==> config.mk <==
export PLATFORM = sky130hd
export DESIGN_NAME = fp16_dot_accum
export DESIGN_NICKNAME = d
export VERILOG_FILES = /design/src/rtl/fp16_dot_accum.sv
export SDC_FILE = /design/constraint.sdc
export NUM_CORES = 2
export LEC_CHECK = 0
export ABC_CLOCK_PERIOD_IN_PS = 5400
export CAP_MARGIN = 20
export CORE_MARGIN = 1
export CORE_UTILIZATION = 50
export DETAILED_ROUTE_END_ITERATION = 7
export DONT_BUFFER_PORTS = 1
export PLACE_DENSITY_LB_ADDON = 0.3
export SLEW_MARGIN = 20
export SYNTH_ARGS = -nofsm -noshare
export SYNTH_HDL_FRONTEND = slang
export SYNTH_SLANG_ARGS = --single-unit
export TNS_END_PERCENT = 10
==> constraint.sdc <==
create_clock -name clk -period 5.4 [get_ports clk]
set_input_delay 0.54 -clock clk [delete_from_list [all_inputs] [get_ports clk]]
set_output_delay 0.54 -clock clk [all_outputs]
set_load 0.02 [all_outputs]
==> src/rtl/fp16_dot_accum.sv <==
// FP16 dot-product accumulator: sums four FP16 lanes per beat into an exact
// fixed-point accumulator (LSB = 2^-24) and emits one FP16 result per vector.
module fp16_dot_accum #(
    parameter int unsigned ACC_WIDTH = 48
) (
    input  logic                 clk,
    input  logic                 rst,
    input  logic                 in_valid,
    input  logic                 in_last,
    input  logic [15:0]          a,
    input  logic [15:0]          b,
    input  logic [15:0]          c,
    input  logic [15:0]          d,
    output logic [15:0]          sum,
    output logic [ACC_WIDTH-1:0] acc_raw,
    output logic                 out_ovf,
    output logic                 out_valid
);
    localparam int unsigned AW     = ACC_WIDTH;
    localparam int unsigned TERM_W = 41;
    localparam int unsigned LSUM_W = 43;

    // Converts one FP16 value to a signed fixed-point term; inf/NaN map to 0.
    function automatic logic [TERM_W-1:0] unpack_term(input logic [15:0] x);
        logic [39:0] mag;
        mag = '0;
        if (x[14:10] == 5'd0)
            mag = 40'(x[9:0]);
        else if (x[14:10] != 5'd31)
            mag = 40'({1'b1, x[9:0]}) << (x[14:10] - 5'd1);
        return x[15] ? TERM_W'(-{1'b0, mag}) : {1'b0, mag};
    endfunction

    // Input capture and vector-start tracking
    logic             vec_start;
    logic             v0, l0, f0;
    logic [3:0][15:0] lanes0;

    always_ff @(posedge clk) begin
        if (rst) begin
            vec_start <= 1'b1;
            v0        <= 1'b0;
            l0        <= 1'b0;
            f0        <= 1'b0;
            lanes0    <= '0;
        end else begin
            v0 <= in_valid;
            if (in_valid) begin
                l0        <= in_last;
                f0        <= vec_start;
                lanes0    <= {d, c, b, a};
                vec_start <= in_last;
            end
        end
    end

    // S1: unpack
    logic [3:0][TERM_W-1:0] term_c, term1;
    logic                   pinf_c, ninf_c;
    logic                   v1, l1, f1, pinf1, ninf1;

    always_comb begin
        pinf_c = 1'b0;
        ninf_c = 1'b0;
        for (int i = 0; i < 4; i++) begin
            term_c[i] = unpack_term(lanes0[i]);
            if (lanes0[i][14:10] == 5'd31) begin
                if (lanes0[i][15]) ninf_c = 1'b1;
                else               pinf_c = 1'b1;
            end
        end
    end

    always_ff @(posedge clk) begin
        if (rst) begin
            v1 <= 1'b0; l1 <= 1'b0; f1 <= 1'b0;
            pinf1 <= 1'b0; ninf1 <= 1'b0; term1 <= '0;
        end else begin
            v1 <= v0; l1 <= l0; f1 <= f0;
            pinf1 <= pinf_c; ninf1 <= ninf_c; term1 <= term_c;
        end
    end

    // S2: lane reduction
    logic [LSUM_W-1:0] lsum_c, lsum2;
    logic              v2, l2, f2, pinf2, ninf2;

    always_comb begin
        lsum_c = '0;
        for (int i = 0; i < 4; i++)
            lsum_c = lsum_c + LSUM_W'($signed(term1[i]));
    end

    always_ff @(posedge clk) begin
        if (rst) begin
            v2 <= 1'b0; l2 <= 1'b0; f2 <= 1'b0;
            pinf2 <= 1'b0; ninf2 <= 1'b0; lsum2 <= '0;
        end else begin
            v2 <= v1; l2 <= l1; f2 <= f1;
            pinf2 <= pinf1; ninf2 <= ninf1; lsum2 <= lsum_c;
        end
    end

    // S3: accumulate with saturating wrap detection
    logic [AW-1:0] acc, acc_n, ext;
    logic [AW:0]   wide;
    logic          pinf3, ninf3, wrap3, fire3;
    logic          pinf_n, ninf_n, wrap_n;

    always_comb begin
        ext    = AW'($signed(lsum2));
        wide   = {acc[AW-1], acc} + {ext[AW-1], ext};
        acc_n  = acc;
        pinf_n = pinf3;
        ninf_n = ninf3;
        wrap_n = wrap3;
        if (v2) begin
            if (f2) begin
                acc_n  = ext;
                pinf_n = pinf2;
                ninf_n = ninf2;
                wrap_n = 1'b0;
            end else begin
                pinf_n = pinf3 | pinf2;
                ninf_n = ninf3 | ninf2;
                if (wide[AW] != wide[AW-1]) begin
                    wrap_n = 1'b1;
                    acc_n  = wide[AW] ? {1'b1, {(AW-1){1'b0}}} : {1'b0, {(AW-1){1'b1}}};
                end else begin
                    acc_n  = wide[AW-1:0];
                end
            end
        end
    end

    always_ff @(posedge clk) begin
        if (rst) begin
            acc <= '0; pinf3 <= 1'b0; ninf3 <= 1'b0; wrap3 <= 1'b0; fire3 <= 1'b0;
        end else begin
            acc <= acc_n; pinf3 <= pinf_n; ninf3 <= ninf_n; wrap3 <= wrap_n;
            fire3 <= v2 & l2;
        end
    end

    // S4: normalise and pack the finished vector (truncate toward zero)
    logic [AW-1:0] mag;
    logic [5:0]    lead;
    logic [15:0]   sum_c;
    logic          ovf_c;

    always_comb begin
        mag   = acc[AW-1] ? -acc : acc;
        lead  = 6'd10;
        sum_c = 16'h0000;
        ovf_c = 1'b0;
        for (int i = 10; i < 40; i++)
            if (mag[i]) lead = 6'(i);
        if (pinf3 && ninf3) begin
            sum_c = 16'h7E00;
        end else if (pinf3) begin
            sum_c = 16'h7C00;
        end else if (ninf3) begin
            sum_c = 16'hFC00;
        end else if (wrap3 || (|mag[AW-1:40])) begin
            sum_c = {acc[AW-1], 15'h7C00};
            ovf_c = 1'b1;
        end else if (mag < AW'(1024)) begin
            sum_c = {acc[AW-1], 5'd0, mag[9:0]};
        end else begin
            sum_c = {acc[AW-1], 5'(lead - 6'd9), 10'(mag >> (lead - 6'd10))};
        end
    end

    always_ff @(posedge clk) begin
        if (rst) begin
            sum <= '0; acc_raw <= '0; out_ovf <= 1'b0; out_valid <= 1'b0;
        end else begin
            out_valid <= fire3;
            if (fire3) begin
                sum     <= sum_c;
                acc_raw <= acc;
                out_ovf <= ovf_c;
            end
        end
    end
endmodule
# Word level (Yosys, flattened, before mapping)
# Index checks and enable logic that the tools add are counted.
[classes] magnitude_cmp=1 shift=5 reduce_logical=13 n_eq_ne=9 add_sub_neg=15 mux=74 bitwise_logic=7
[ops] op="two-way mux 40 bit" n=12
[ops] op="two-way mux 48 bit" n=4
[ops] op="two-way mux 6 bit" n=28
[ops] op="negation 40 -> 41 bit" n=4
[ops] op="left shift 11 x 5 -> 40 bit" n=4
[ops] op="adder 48 x 43 -> 49 bit" n=1
[ops] op="< comparator 48 x 11 -> 1 bit (second input constant)" n=1
[ops] op="two-way mux 16 bit" n=3
[ops] op="negation 48 bit" n=1
[ops] op=">> shifter 48 x 6 -> 10 bit" n=1
[ops] op="adder 42 x 41 -> 43 bit" n=1
[ops] op="adder 43 bit" n=1
[ops] op="adder 41 x 41 -> 42 bit" n=1
[ops] op="two-way mux 15 bit" n=2
[ops] op="two-way mux 1 bit" n=25
[ops] op="== test 5 bit (second input constant)" n=4
[ops] op="zero test 5 bit" n=4
[ops] op="inequality test 5 bit (second input constant)" n=4
[ops] op="subtractor 5 x 1 -> 5 bit (second input constant)" n=4
[ops] op="OR reduction 2 bit" n=4
[ops] op="OR reduction 8 bit" n=1
[ops] op="subtractor 6 x 4 -> 6 bit (second input constant)" n=1
[ops] op="subtractor 5 x 4 -> 5 bit (second input constant)" n=1
[ops] op="NOT 1 bit" n=4
[ops] op="other kinds (7)" n=8
[word_totals] reg_bits=403 elab_cells=160 input_bits=68

# Depth between registers and ports, before layout
[logic_depth] depth_word=38 mapped_depth=23 depth_no_buf=18

# Worst setup path before layout
# Ideal clock, no wire load.
[synth_timing] kind="register -> register" startpoint="register acc[0]" endpoint="register sum[2]" setup_time_ns=0.069 arrival_ns=5.282 n_path_buf=5 period_less_slack_ns=5.351 setup_slack_ns=0.049 stages_incl_launch_ff=21 path_cell_list="dfxtp_1 buf_2 inv_1 ha_1 or3b_2 clkbuf_1 o41ai_1 xor2_1 a211o_1 a211oi_1 o211ai_1 a31oi_4 buf_4 buf_4 buf_4 ha_1 xor2_2 mux4_2 mux2_2 a211o_1 o21ai_1"
[synth_between] elab_chain_cells=38
[synth_lines] item="start: declaration" line_no="105" rtl="logic [AW-1:0] acc, acc_n, ext;"
[synth_lines] item="start signal: assignment" line_no="140" rtl="acc <= acc_n; pinf3 <= pinf_n; ninf3 <= ninf_n; wrap3 <= wrap_n;"
[synth_lines] item="negation 48 bit" line_no="152" rtl="mag = acc[AW-1] ? -acc : acc;"
[synth_lines] item="two-way mux 48 bit (*)" line_no="152"
[synth_lines] item="two-way mux 1 bit" line_no="157" rtl="if (mag[i]) lead = 6'(i);"
[synth_lines] item="two-way mux 6 bit (28 in a row)" line_no="157"
[synth_lines] item="subtractor 6 x 4 -> 6 bit" line_no="170" rtl="sum_c = {acc[AW-1], 5'(lead - 6'd9), 10'(mag >> (lead - 6'd10))};"
[synth_lines] item=">> shifter 48 x 6 -> 10 bit" line_no="170"
[synth_lines] item="two-way mux 15 bit" line_no="167" rtl="end else if (mag < AW'(1024)) begin"
[synth_lines] item="two-way mux 15 bit (*)" line_no="164" rtl="end else if (wrap3 || (|mag[AW-1:40])) begin"
[synth_lines] item="two-way mux 16 bit (*)" line_no="162" rtl="end else if (ninf3) begin"
[synth_lines] item="two-way mux 16 bit (*)" line_no="160" rtl="end else if (pinf3) begin"
[synth_lines] item="two-way mux 16 bit (*)" line_no="158" rtl="if (pinf3 && ninf3) begin"
[synth_lines] item="end signal: assignment" line_no="180" rtl="sum <= sum_c;"
[synth_lines] item="end: declaration" line_no="14" rtl="output logic [15:0] sum,"
# Every way passes the cells marked *; elsewhere a longest branch is shown, timed or not.
# A chain may end at the register's enable or synchronous reset.

# Worst setup path in the final report
[layout_timing] startpoint="register acc[1]" endpoint="register sum[9]"
# Same word-level chain as after synthesis.

==> out/metrics.csv <==
metric;value;unit
cp.arrival;5.71;ns
path_clk_slew;0.07;ns
setup_ws;0.175;ns
grt_max_degree;356;
final_max_slew_viol_count;0;
route.detailed.drc;0;
synth-seq-cells;403;
clock_skew;0.0289;ns
fp-row-count;91;
hold_class;input port to register;
wl_per_cell;21.3;um
cts_root_buf;clkbuf_16;
clk-insertion-delay-late;0.61;ns
worst-setup-path-type;register to register;
yosysWarnings;0;
dp_slack;0.0937;ns
gp_congestion;0.990;
dieHeight;252;um
dr_total_vias;28691;
synth_sequential_area_ratio;0.258;
max-cap-violations;0;
startpoint_type;register;
core;0.0617;mm2
dieArea;0.0635;mm2
cp_max_fo;43;
grt_pass1_vias;26713;
synth_top_flop_cell;dfxtp_1;
synthCells;3857;
drive_above_1_share;0.0981;
drtIter0Drc;2784;
antenna_found_initial;0;
relSlewSlack;0.335;
cts_tree;yes;
worst_pin_slew;0.996;ns
ff2ff_setup_slack;0.17;ns
synth.avg_cell_area;8.10;um2
fmax;0.191;GHz
grt_pass1_wl;153;mm
ant_nets;0;
area_growth;9.43;%
hold-worst-slack;0.0521;ns
die_x;252;um
min_period;5.23;ns
finalHoldViolations;0;
grt_use_total;0.306;
clock-sinks;403;
diodes;0;
outcome;complete, no violations;
finalSetupTns;0;ns
syn_nets;4119;
portBuffers;0;
wl;99.6;mm
synth_cell_type_count;104;
vias_per_cell;6.13;
ir_worst_vdd;0.283;mV
fin_nets;4067;
htreeDepth;2;
crit_required;5.88;ns
first_pass_iters;7;
cts_buffer_depth;3;
grt_setup_unrepaired;no;
crit_path_end_kind;register;
fin_crit_sh;0.968;
power_leakage;0.0142;uW
overflow;0;
boundaryPins;134;
netlist_area;0.0312;mm2
start_util;0.506;
p_per_area;349;mW/mm2
cts_buffers;47;
async_flop_share;0;
hpwlAfterDp;76.1;mm
synth-edff-count;0;
setup_viol;0;
==> synth_stat cells (51+ instances only) <==
library cell | instances | area share
ha_1 | 110 | 0.044
xnor2_1 | 132 | 0.037
xor2_1 | 119 | 0.033
clkbuf_1 | 170 | 0.020
nor2_1 | 532 | 0.064
nand2_1 | 340 | 0.041
inv_1 | 65 | 0.0078
dfxtp_1 | 403 | 0.26
mux2i_1 | 225 | 0.072
nor3_1 | 77 | 0.012
nand2b_1 | 51 | 0.010
a21oi_1 | 167 | 0.027
a21o_1 | 64 | 0.015
fa_1 | 84 | 0.054
nand3_1 | 66 | 0.011
a211oi_1 | 72 | 0.017
o21ai_0 | 267 | 0.043
==> cell usage in the layout (no fill, tap or decap), types with 107 or more instances in the layout <==
master	instances
nor2_1	532
buf_4	144
xnor2_1	131
dfxtp_1	400
a21oi_1	167
o21ai_0	267
ha_1	107
xor2_1	119
nand2_1	340
mux2i_1	225
==> metal layers <==
layer,part of all wire,vias to the layer above,GRT usage
li1,-,13893,-
met1,0.42,13430,0.392
met2,0.47,1123,0.506
met3,0.059,245,0.0350
met4,0.053,0,0.159
met5,0,-,0
==> what timing repair did <==
action / CTS / global route
setup buffers: 0 / 1
setup endpoints to repair: 0 / 13
hold buffers: 2 / 1
gates resized for setup: 0 / 16
endpoints found under the hold margin: 2 / 1
==> state kept, by name, summed over array words and instances, names as in the netlist, 16 cells and up <==
name and count:
acc 48, lanes0 64, acc_raw 48, term1 164, lsum2 43, sum 16
==> worst max-delay path, stage by stage (launching register included) <==
cell      delay (ns)
dfxtp_1         0.39
inv_1           0.13
ha_1            0.18
or3b_2          0.62
o41ai_2         0.39
xor2_1          0.21
a211o_1         0.29
a211oi_1        0.34
o211ai_1        0.23
a31oi_4         0.24
buf_4           0.52
mux2_2          0.40
mux4_2          0.51
nor2_1          0.11
a211oi_1        0.06
a211oi_1        0.33
o22ai_1         0.14
==> layout make-up <==
| type | instances | area, um2 |
|---|---|---|
| inverter | 69 | 259 |
| tap | 837 | 1050 |
| clock buffer | 56 | 1260 |
| clock inverter | 32 | 443 |
| timing repair buffer | 147 | 1110 |
| sequential | 403 | 8070 |
| fill | 5786 | 27500 |
| multi-input combinational | 3137 | 22000 |
==> where the power goes <==
part,internal (uW),switching (uW)
registers,3210,244
clock network,2120,1400
logic,1950,2990
==> worst paths after layout <==
path | depth (start not counted) | start | end
worst min-delay path | 1 | rst | l0$_SDFFE_PP0P_
worst max-delay path | 16 | acc[1]$_SDFFE_PP0P_ | sum[9]$_SDFFE_PP0P_
worst min register to register | 1 | ninf1$_SDFF_PP0_ | ninf2$_SDFF_PP0_
worst max register to register | 16 | acc[1]$_SDFFE_PP0P_ | sum[9]$_SDFFE_PP0P_
==> metrics by stage <==
stage	cells	util	power, uW	instance area, um2
floorplan	3857	-	7030	31200
global placement	4589	0.525	8300	32400
detailed placement	4589	0.525	8300	32400
CTS	4679	0.552	11800	34100
global route	4681	0.554	12500	34200
finish	4681	0.554	11900	34200
==> cell families after synthesis <==
group,Yosys count,synth area share
adder cells (fa/ha/maj),194,0.0979
AO/OA/AOI/OAI,1016,0.217
flip-flops,403,0.258
multiplexers,290,0.105
XOR/XNOR,253,0.0714
AND/OR/NAND/NOR,1384,0.210
buffers and inverters,317,0.0408
(Power assumes the default switching activity.)
